### src/rtl/module_button_event_if.sv
// Event bus between the debounced button level and its consumers.
// The master drives db_in. The slave (module_button_event) returns the registered event pulses and the held level.
interface module_button_event_if;
    logic db_in;
    logic press_pulse;
    logic release_pulse;
    logic click_pulse;
    logic long_pulse;
    logic repeat_pulse;
    logic held;

    modport master (
        output db_in,
        input  press_pulse, release_pulse, click_pulse, long_pulse, repeat_pulse, held
    );

    modport slave (
        input  db_in,
        output press_pulse, release_pulse, click_pulse, long_pulse, repeat_pulse, held
    );
endinterface

### src/rtl/module_button_event.sv
// Turns one debounced button level into single-cycle press, release, click, long and repeat events.
// Every output is registered. Each output appears one cycle after the db_in edge that causes it.
module module_button_event #(
    parameter int LONG_CYCLES   = 50_000_000,
    parameter int REPEAT_CYCLES = 10_000_000,
    parameter bit REPEAT_EN     = 1'b1
) (
    input logic                  clk,
    input logic                  n_reset,
    module_button_event_if.slave bus
);
    localparam int MAX_CYCLES = (LONG_CYCLES > REPEAT_CYCLES) ? LONG_CYCLES : REPEAT_CYCLES;
    localparam int CW         = $clog2(MAX_CYCLES) + 1;
    localparam logic [CW-1:0] LONG_LAST = CW'(LONG_CYCLES - 1);
    localparam logic [CW-1:0] REP_LAST  = CW'(REPEAT_CYCLES - 1);

    typedef enum logic [1:0] {IDLE, SHORT, LONG} state_t;

    state_t        state;
    logic [CW-1:0] cnt;
    logic          db_q;
    logic          armed;
    logic          rise, fall;
    logic          press_q, release_q, click_q, long_q, repeat_q, held_q;

    // armed stays low until db_in is seen low after reset.
    // A button already held when reset is released therefore gives no press.
    assign rise = bus.db_in & ~db_q & armed;
    assign fall = ~bus.db_in & db_q;

    always_ff @(posedge clk or negedge n_reset) begin
        if (!n_reset) begin
            state     <= IDLE;
            cnt       <= '0;
            db_q      <= 1'b0;
            armed     <= 1'b0;
            press_q   <= 1'b0;
            release_q <= 1'b0;
            click_q   <= 1'b0;
            long_q    <= 1'b0;
            repeat_q  <= 1'b0;
            held_q    <= 1'b0;
        end else begin
            db_q      <= bus.db_in;
            armed     <= armed | ~bus.db_in;
            press_q   <= 1'b0;
            release_q <= 1'b0;
            click_q   <= 1'b0;
            long_q    <= 1'b0;
            repeat_q  <= 1'b0;
            case (state)
                IDLE: begin
                    if (rise) begin
                        state   <= SHORT;
                        cnt     <= '0;
                        press_q <= 1'b1;
                        held_q  <= 1'b1;
                    end
                end
                // A fall is checked before the timeouts, so a release in the same cycle wins.
                SHORT: begin
                    if (fall) begin
                        state     <= IDLE;
                        release_q <= 1'b1;
                        click_q   <= 1'b1;
                        held_q    <= 1'b0;
                    end else if (cnt == LONG_LAST) begin
                        state  <= LONG;
                        long_q <= 1'b1;
                        cnt    <= '0;
                    end else begin
                        cnt <= cnt + 1'b1;
                    end
                end
                LONG: begin
                    if (fall) begin
                        state     <= IDLE;
                        release_q <= 1'b1;
                        held_q    <= 1'b0;
                    end else if (REPEAT_EN && cnt == REP_LAST) begin
                        repeat_q <= 1'b1;
                        cnt      <= '0;
                    end else if (cnt != '1) begin
                        cnt <= cnt + 1'b1;
                    end
                end
                default: state <= IDLE;
            endcase
        end
    end

    assign bus.press_pulse   = press_q;
    assign bus.release_pulse = release_q;
    assign bus.click_pulse   = click_q;
    assign bus.long_pulse    = long_q;
    assign bus.repeat_pulse  = repeat_q;
    assign bus.held          = held_q;
endmodule

### src/flat_wrapper.sv
// flat-port wrapper written by rule: the top's interface ports become plain ports
module module_button_event_flat 
#(
    parameter int LONG_CYCLES   = 50_000_000,
    parameter int REPEAT_CYCLES = 10_000_000,
    parameter bit REPEAT_EN     = 1'b1
)
  (clk, n_reset, bus_db_in, bus_press_pulse, bus_release_pulse, bus_click_pulse, bus_long_pulse, bus_repeat_pulse, bus_held);
  module_button_event_if bus_i ();
  input logic clk;
  input logic n_reset;
  input wire logic [$bits(bus_i.db_in)-1:0] bus_db_in;
  output wire logic [$bits(bus_i.press_pulse)-1:0] bus_press_pulse;
  output wire logic [$bits(bus_i.release_pulse)-1:0] bus_release_pulse;
  output wire logic [$bits(bus_i.click_pulse)-1:0] bus_click_pulse;
  output wire logic [$bits(bus_i.long_pulse)-1:0] bus_long_pulse;
  output wire logic [$bits(bus_i.repeat_pulse)-1:0] bus_repeat_pulse;
  output wire logic [$bits(bus_i.held)-1:0] bus_held;
  assign bus_i.db_in = bus_db_in;
  assign bus_press_pulse = bus_i.press_pulse;
  assign bus_release_pulse = bus_i.release_pulse;
  assign bus_click_pulse = bus_i.click_pulse;
  assign bus_long_pulse = bus_i.long_pulse;
  assign bus_repeat_pulse = bus_i.repeat_pulse;
  assign bus_held = bus_i.held;
  module_button_event #(.LONG_CYCLES(LONG_CYCLES), .REPEAT_CYCLES(REPEAT_CYCLES), .REPEAT_EN(REPEAT_EN)) u_core (.clk(clk), .n_reset(n_reset), .bus(bus_i));
endmodule
### config.mk
export PLATFORM = sky130hd
export DESIGN_NAME = module_button_event_flat
export DESIGN_NICKNAME = d
export VERILOG_FILES = /design/src/rtl/module_button_event_if.sv /design/src/rtl/module_button_event.sv /design/src/flat_wrapper.sv
export SDC_FILE = /design/constraint.sdc
export NUM_CORES = 1
export LEC_CHECK = 0
export CAP_MARGIN = 0
export CORE_ASPECT_RATIO = 1.4
export CORE_MARGIN = 3
export CORE_UTILIZATION = 45
export DETAILED_ROUTE_END_ITERATION = 8
export PLACE_DENSITY_LB_ADDON = 0.3
export SYNTH_ARGS = -nofsm -noshare
export SYNTH_HDL_FRONTEND = slang
export SYNTH_SLANG_ARGS = --single-unit
### constraint.sdc
create_clock -name clk -period 2.6 [get_ports clk]
set_input_delay 0.39 -clock clk [delete_from_list [all_inputs] [get_ports clk]]
set_output_delay 0.39 -clock clk [all_outputs]
set_load 0.02 [all_outputs]
==> results.json, run 1 <==
{
  "status": "finished, final reports clean",
  "worstPathArrival_ns": 2.68,
  "synth_edf_count": 0,
  "grt_max_degree": 38,
  "power.density_nw_per_um2": 591,
  "yosysSeqAreaShare_pct": 39.1,
  "r2r_cells": 5,
  "worst-endpoint-required_ns": 2.77,
  "synth_top_area_share_pct": 39.1,
  "die_h_um": 91.8,
  "finalSetupViolCount": 0,
  "fin_skew_ns": 0.00984,
  "coreArea_sq_um": 4950,
  "async_reset_ff_share_pct": 100,
  "rsz0062_at_grt": "false",
  "ys.flop_type": "dfrtp_1",
  "cp_cell_sequence": "or4b_1, or4_4, o21ai_4, a21oi_1, a221o_1",
  "synth.cell_area_sq_um": 2370,
  "relSlewSlack_pct": 43.9,
  "numPortBuffers": 8,
  "yosys-top-cells-count": "dfrtp_1 (37), nand2_1 (23), a211oi_1 (20), a221o_1 (17), nor2_1 (11)",
  "first_pass_iters": 4,
  "postCtsSetupBuffers": 0,
  "vias_per_cell": 6.32,
  "drtIter0Drc": 197,
  "fin_crit_ns": 2.51,
  "setup.worst_path.class": "reg -> reg",
  "cp_max_fo": 8,
  "synth_nets": 256,
  "fin_util_pct": 55.4,
  "overflow": 0,
  "design_power_total_mw": 1.62,
  "worst_hold_path_type": "in -> async",
  "synth_area_per_cell_sq_um": 9.54,
  "p_leak_nw": 1.09,
  "gp_congestion": 0.845,
  "antenna_found_initial": 0,
  "ctsHoldBuffers": 0,
  "crit_path_start": "u_core.cnt[17]$_DFFE_PN0P_",
  "rows": 30,
  "drtAntennaViolNets": 0,
  "start_util_pct": 47.8,
  "synthDistinctLibCells": 50,
  "maxSlewViolCount": 0,
  "root_buffer": "clkbuf_8",
  "max_cap_viol_count": 0,
  "seqCellArea_sq_um": 926,
  "drcViolationCount": 0,
  "wl_per_cell_um": 17.0,
  "yosysTopAreaCell": "dfrtp_1",
  "antenna_cells": 0,
  "final_nets": 280,
  "synthTopCellsByArea": "dfrtp_1 (39%), a221o_1 (7.2%), a211oi_1 (6.3%)",
  "worstMarginPinSlew_ns": 0.842,
  "grt_pass1_wl_um": 9890,
  "syn_inst": 248,
  "routed_wl_um": 5740,
  "cts_tree": "yes",
  "end_kind": "register",
  "cp_num_buf_inv": 0,
  "drive_gt1_share_pct": 15.8,
  "dpl.hpwl_um": 4030,
  "max_stage_delay_ns": 0.53,
  "path_clk_slew_ns": 0.08,
  "io_pins": 9,
  "grtUsageTotal_pct": 20.4,
  "area_growth_pct": 16.0,
  "die_width_um": 67.3,
  "clkSinkCount": 37,
  "hold_viol": 0,
  "cts_buffers": 5,
  "synth.most_common_cell": "dfrtp_1",
  "vias": 2129,
  "synth_seq_cells": 37,
  "fin_crit_sh_pct": 96.4,
  "clock_path_buffers": 2,
  "grt_pass1_vias": 2041,
  "fmax_mhz": 399,
  "yosys_warnings": 0,
  "crit_path_top_delay_cell": "or4_4",
  "startpoint_type": "register",
  "cp_top_family": "simple AND/OR/NAND/NOR gates",
  "dieArea_sq_um": 6180,
  "clk_latency_ns": 0.28,
  "peakVddDrop_mv": 0.266,
  "multi_input_area_sq_um": 1360,
  "nFillCells": 464,
  "htreeDepth": 2,
  "cp.depth": 5,
  "r2r-start": "u_core.cnt[17]$_DFFE_PN0P_"
}
[power by group]
part           internal [mW]  switching [mW]  total [mW]
combinational          0.202           0.353       0.555
clock                  0.240           0.201       0.440
sequential             0.605          0.0220       0.627
[metal layers]
metal | up-vias | wire length, um | track usage, %
met1 | 1046 | 2530 | 27.7
met2 | 49 | 2930 | 32.6
met3 | 6 | 221 | 3.43
li1 | 1028 | - | -
met4 | 0 | 51 | 6.43
met5 | - | 0 | 0
[logic make-up after synthesis]
| logic type | after synthesis | synth area share, % |
|---|---|---|
| AOI/OAI and AO/OA | 83 | 29.4 |
| adders and majority gates | 5 | 2.64 |
| buffers and inverters | 21 | 4.12 |
| DFF | 37 | 39.1 |
| muxes | 1 | 0.476 |
| and+or+nand+nor | 101 | 24.2 |
[worst paths after layout]
kind                                                    end  slack [ns]
max                               u_core.cnt[3]$_DFFE_PN0P_        0.09
min                        u_core.bus.press_pulse$_DFF_PN0_        0.21
max reg2reg                       u_core.cnt[3]$_DFFE_PN0P_        0.09
min reg2reg                          u_core.armed$_DFF_PN0_        0.47
max in group asynchronous        u_core.cnt[19]$_DFFE_PN0P_        1.86
min in group clk                     u_core.armed$_DFF_PN0_        0.47
[repair_timing]
action | 4_1_cts | 5_1_grt
gates resized for setup | 0 | 1
setup endpoints to repair | 0 | 8
endpoints found under the hold margin | 0 | 0
[layout make-up]
class	instances	area share [%]
clock buffers	7	3.51
repair buffers	31	9.02
multi-input cells	190	49.7
flip-flops and latches	37	33.7
inverters	7	0.957
clock inverters	1	0.182
well taps	64	2.92
[per-stage QoR]
step / hold slack (ns) / setup WS (ns) / area [sq um] / std cells / TNS (ns)
2_1_floorplan: 0.0944 / 0.306 / 2370 / 248 / 0
3_3_place_gp: 0.461 / 0.0136 / 2640 / 329 / 0
3_5_place_dp: 0.457 / -0.0519 / 2640 / 329 / -0.395
4_1_cts: 0.233 / 0.102 / 2740 / 337 / 0
5_1_grt: 0.263 / 0.0117 / 2750 / 337 / 0
6_report: 0.206 / 0.0936 / 2750 / 337 / 0
[state kept, by name, indices dropped and copies added, names as in the netlist]
register and flops:
u_core.bus.long_pulse 1, u_core.bus.click_pulse 1, u_core.bus.release_pulse 1, u_core.bus.repeat_pulse 1, u_core.state 2, u_core.bus.press_pulse 1, u_core.bus.held 1, u_core.cnt 27
u_core.db_q 1, u_core.armed 1
[cells in the final DEF, fill, tap and decap left out, types with 8 or more instances in the layout]
cell type,instances
a211oi_1,20
a221o_1,17
and2_1,8
buf_4,23
dfrtp_1,37
nand2_1,23
nand4_1,8
nor2_1,11
nor3_1,9
o21ai_0,10
o31ai_1,8
Note: power is estimated with default switching activity, not from simulation.
==> inputs of run 2 (changes only) <==
Settings changed: CORE_UTILIZATION 45 to 25.
==> results.json, run 2 (synthesis results as in run 1) <==
{
  "status": "finished, final reports clean",
  "startpoint_type": "register",
  "gp_congestion": 0.805,
  "peakVddDrop_mv": 0.213,
  "worstMarginPinSlew_ns": 0.873,
  "cts_buffers": 5,
  "worst-endpoint-required_ns": 2.77,
  "ctsHoldBuffers": 0,
  "finalSetupViolCount": 0,
  "clock_path_buffers": 2,
  "drtAntennaViolNets": 0,
  "setup.worst_path.class": "reg -> reg",
  "postCtsSetupBuffers": 0,
  "dieArea_sq_um": 10700,
  "drive_gt1_share_pct": 17.9,
  "fmax_mhz": 411,
  "grt_pass1_wl_um": 10800,
  "crit_end": "u_core.cnt[3]$_DFFE_PN0P_",
  "first_pass_iters": 4,
  "htreeDepth": 2,
  "relSlewSlack_pct": 41.8,
  "dpl.hpwl_um": 4810,
  "fin_skew_ns": 0.00680,
  "end_kind": "register",
  "coreArea_sq_um": 9130,
  "root_buffer": "clkbuf_16",
  "nFillCells": 954,
  "max_cap_viol_count": 0,
  "overflow": 0,
  "crit_path_start": "u_core.cnt[17]$_DFFE_PN0P_",
  "drtIter0Drc": 116,
  "r2r-start": "u_core.cnt[17]$_DFFE_PN0P_",
  "drcViolationCount": 0,
  "worst_hold_path_type": "in -> async",
  "grt_pass1_vias": 2202,
  "final_common_cell": "dfrtp_1",
  "maxSlewViolCount": 0,
  "die_h_um": 121,
  "start_util_pct": 25.9,
  "worstPathArrival_ns": 2.60,
  "cts_tree": "yes",
  "antenna_cells": 0,
  "rsz0062_at_grt": "false",
  "r2r_end": "u_core.cnt[3]$_DFFE_PN0P_",
  "r2r_cells": 6,
  "p_leak_nw": 1.14,
  "io_pins": 9,
  "tns_ns": 0,
  "fin_crit_sh_pct": 93.6,
  "grt_max_degree": 38,
  "ctsResizeCount": 0,
  "wl_per_cell_um": 17.1,
  "grtUsageTotal_pct": 13.1,
  "hold_viol": 0,
  "path_clk_slew_ns": 0.06,
  "antenna_found_initial": 0,
  "r2r_slack_ns": 0.17,
  "clk_latency_ns": 0.28,
  "largestRegisters": "u_core.cnt: 27 flops, u_core.state: 2 flops",
  "clkSinkCount": 37,
  "largest_register": "u_core.cnt",
  "largest_reg_flops": 27,
  "numPortBuffers": 8,
  "mostFrequentLayoutCells": "dfrtp_1 (37), buf_4 (31), nand2_1 (23), a211oi_1 (20), a221o_1 (17)",
  "routed_wl_um": 6610,
  "cp_max_fo": 9,
  "vias": 2182,
  "vias_per_cell": 5.64,
  "power.density_nw_per_um2": 630,
  "area_growth_pct": 22.7,
  "design_power_total_mw": 1.83,
  "fin_crit_ns": 2.43,
  "final_nets": 288,
  "die_width_um": 88.2,
  "rows": 41
}
run 2: how the worst min path moves through the flow:
stage                           start                   endpoint  slack, ns  depth (start not counted)
3_3_place_gp   u_core.armed$_DFF_PN0_     u_core.armed$_DFF_PN0_       0.46                          1
2_1_floorplan                 n_reset     u_core.armed$_DFF_PN0_       0.09                          0
3_5_place_dp   u_core.armed$_DFF_PN0_     u_core.armed$_DFF_PN0_       0.46                          1
4_1_cts                       n_reset  u_core.cnt[3]$_DFFE_PN0P_       0.25                          1
5_1_grt                       n_reset  u_core.cnt[3]$_DFFE_PN0P_       0.28                          1
6_report                      n_reset  u_core.cnt[5]$_DFFE_PN0P_       0.22                          1
run 2: worst max-delay path, cell delays in order (launching register included):
cell	delay, ns
dfrtp_1	0.39
or4b_1	0.50
or4_4	0.53
o21ai_4	0.30
buf_4	0.24
a211oi_1	0.09
a221o_1	0.26
run 2: report_power, final:
part	switching [mW]	internal, mW
Sequential	0.0208	0.607
Clock	0.232	0.377
Combinational	0.374	0.220
Total	0.627	1.20
run 2: area by class of cell:
class | count | area [sq um] | area share [%]
multi-input combinational | 190 | 1370 | 47.1
sequential | 37 | 926 | 31.9
timing repair buffer | 39 | 308 | 10.6
clock buffer | 7 | 143 | 4.91
tap | 107 | 134 | 4.61
inverter | 7 | 26.3 | 0.905
run 2: layer usage:
metal  up-vias  wire length (um)  GRT usage, %
met1      1092              2690          14.2
li1       1043                 -             -
met5         -                 0             0
met3        11               154          1.97
met2        36              3610          24.2
met4         0               158          5.95
run 2: through the flow:
stage	util (%)	setup slack, ns	hold slack [ns]	instance area, sq um	std cells
final	31.8	0.166	0.217	2900	387
after global routing	31.8	0.0984	0.282	2900	387
after CTS	31.7	0.0777	0.250	2890	387
after detailed placement	30.1	-0.0252	0.459	2750	380
after global placement	30.1	0.0110	0.463	2750	380
after floorplan	-	0.306	0.0944	2370	248
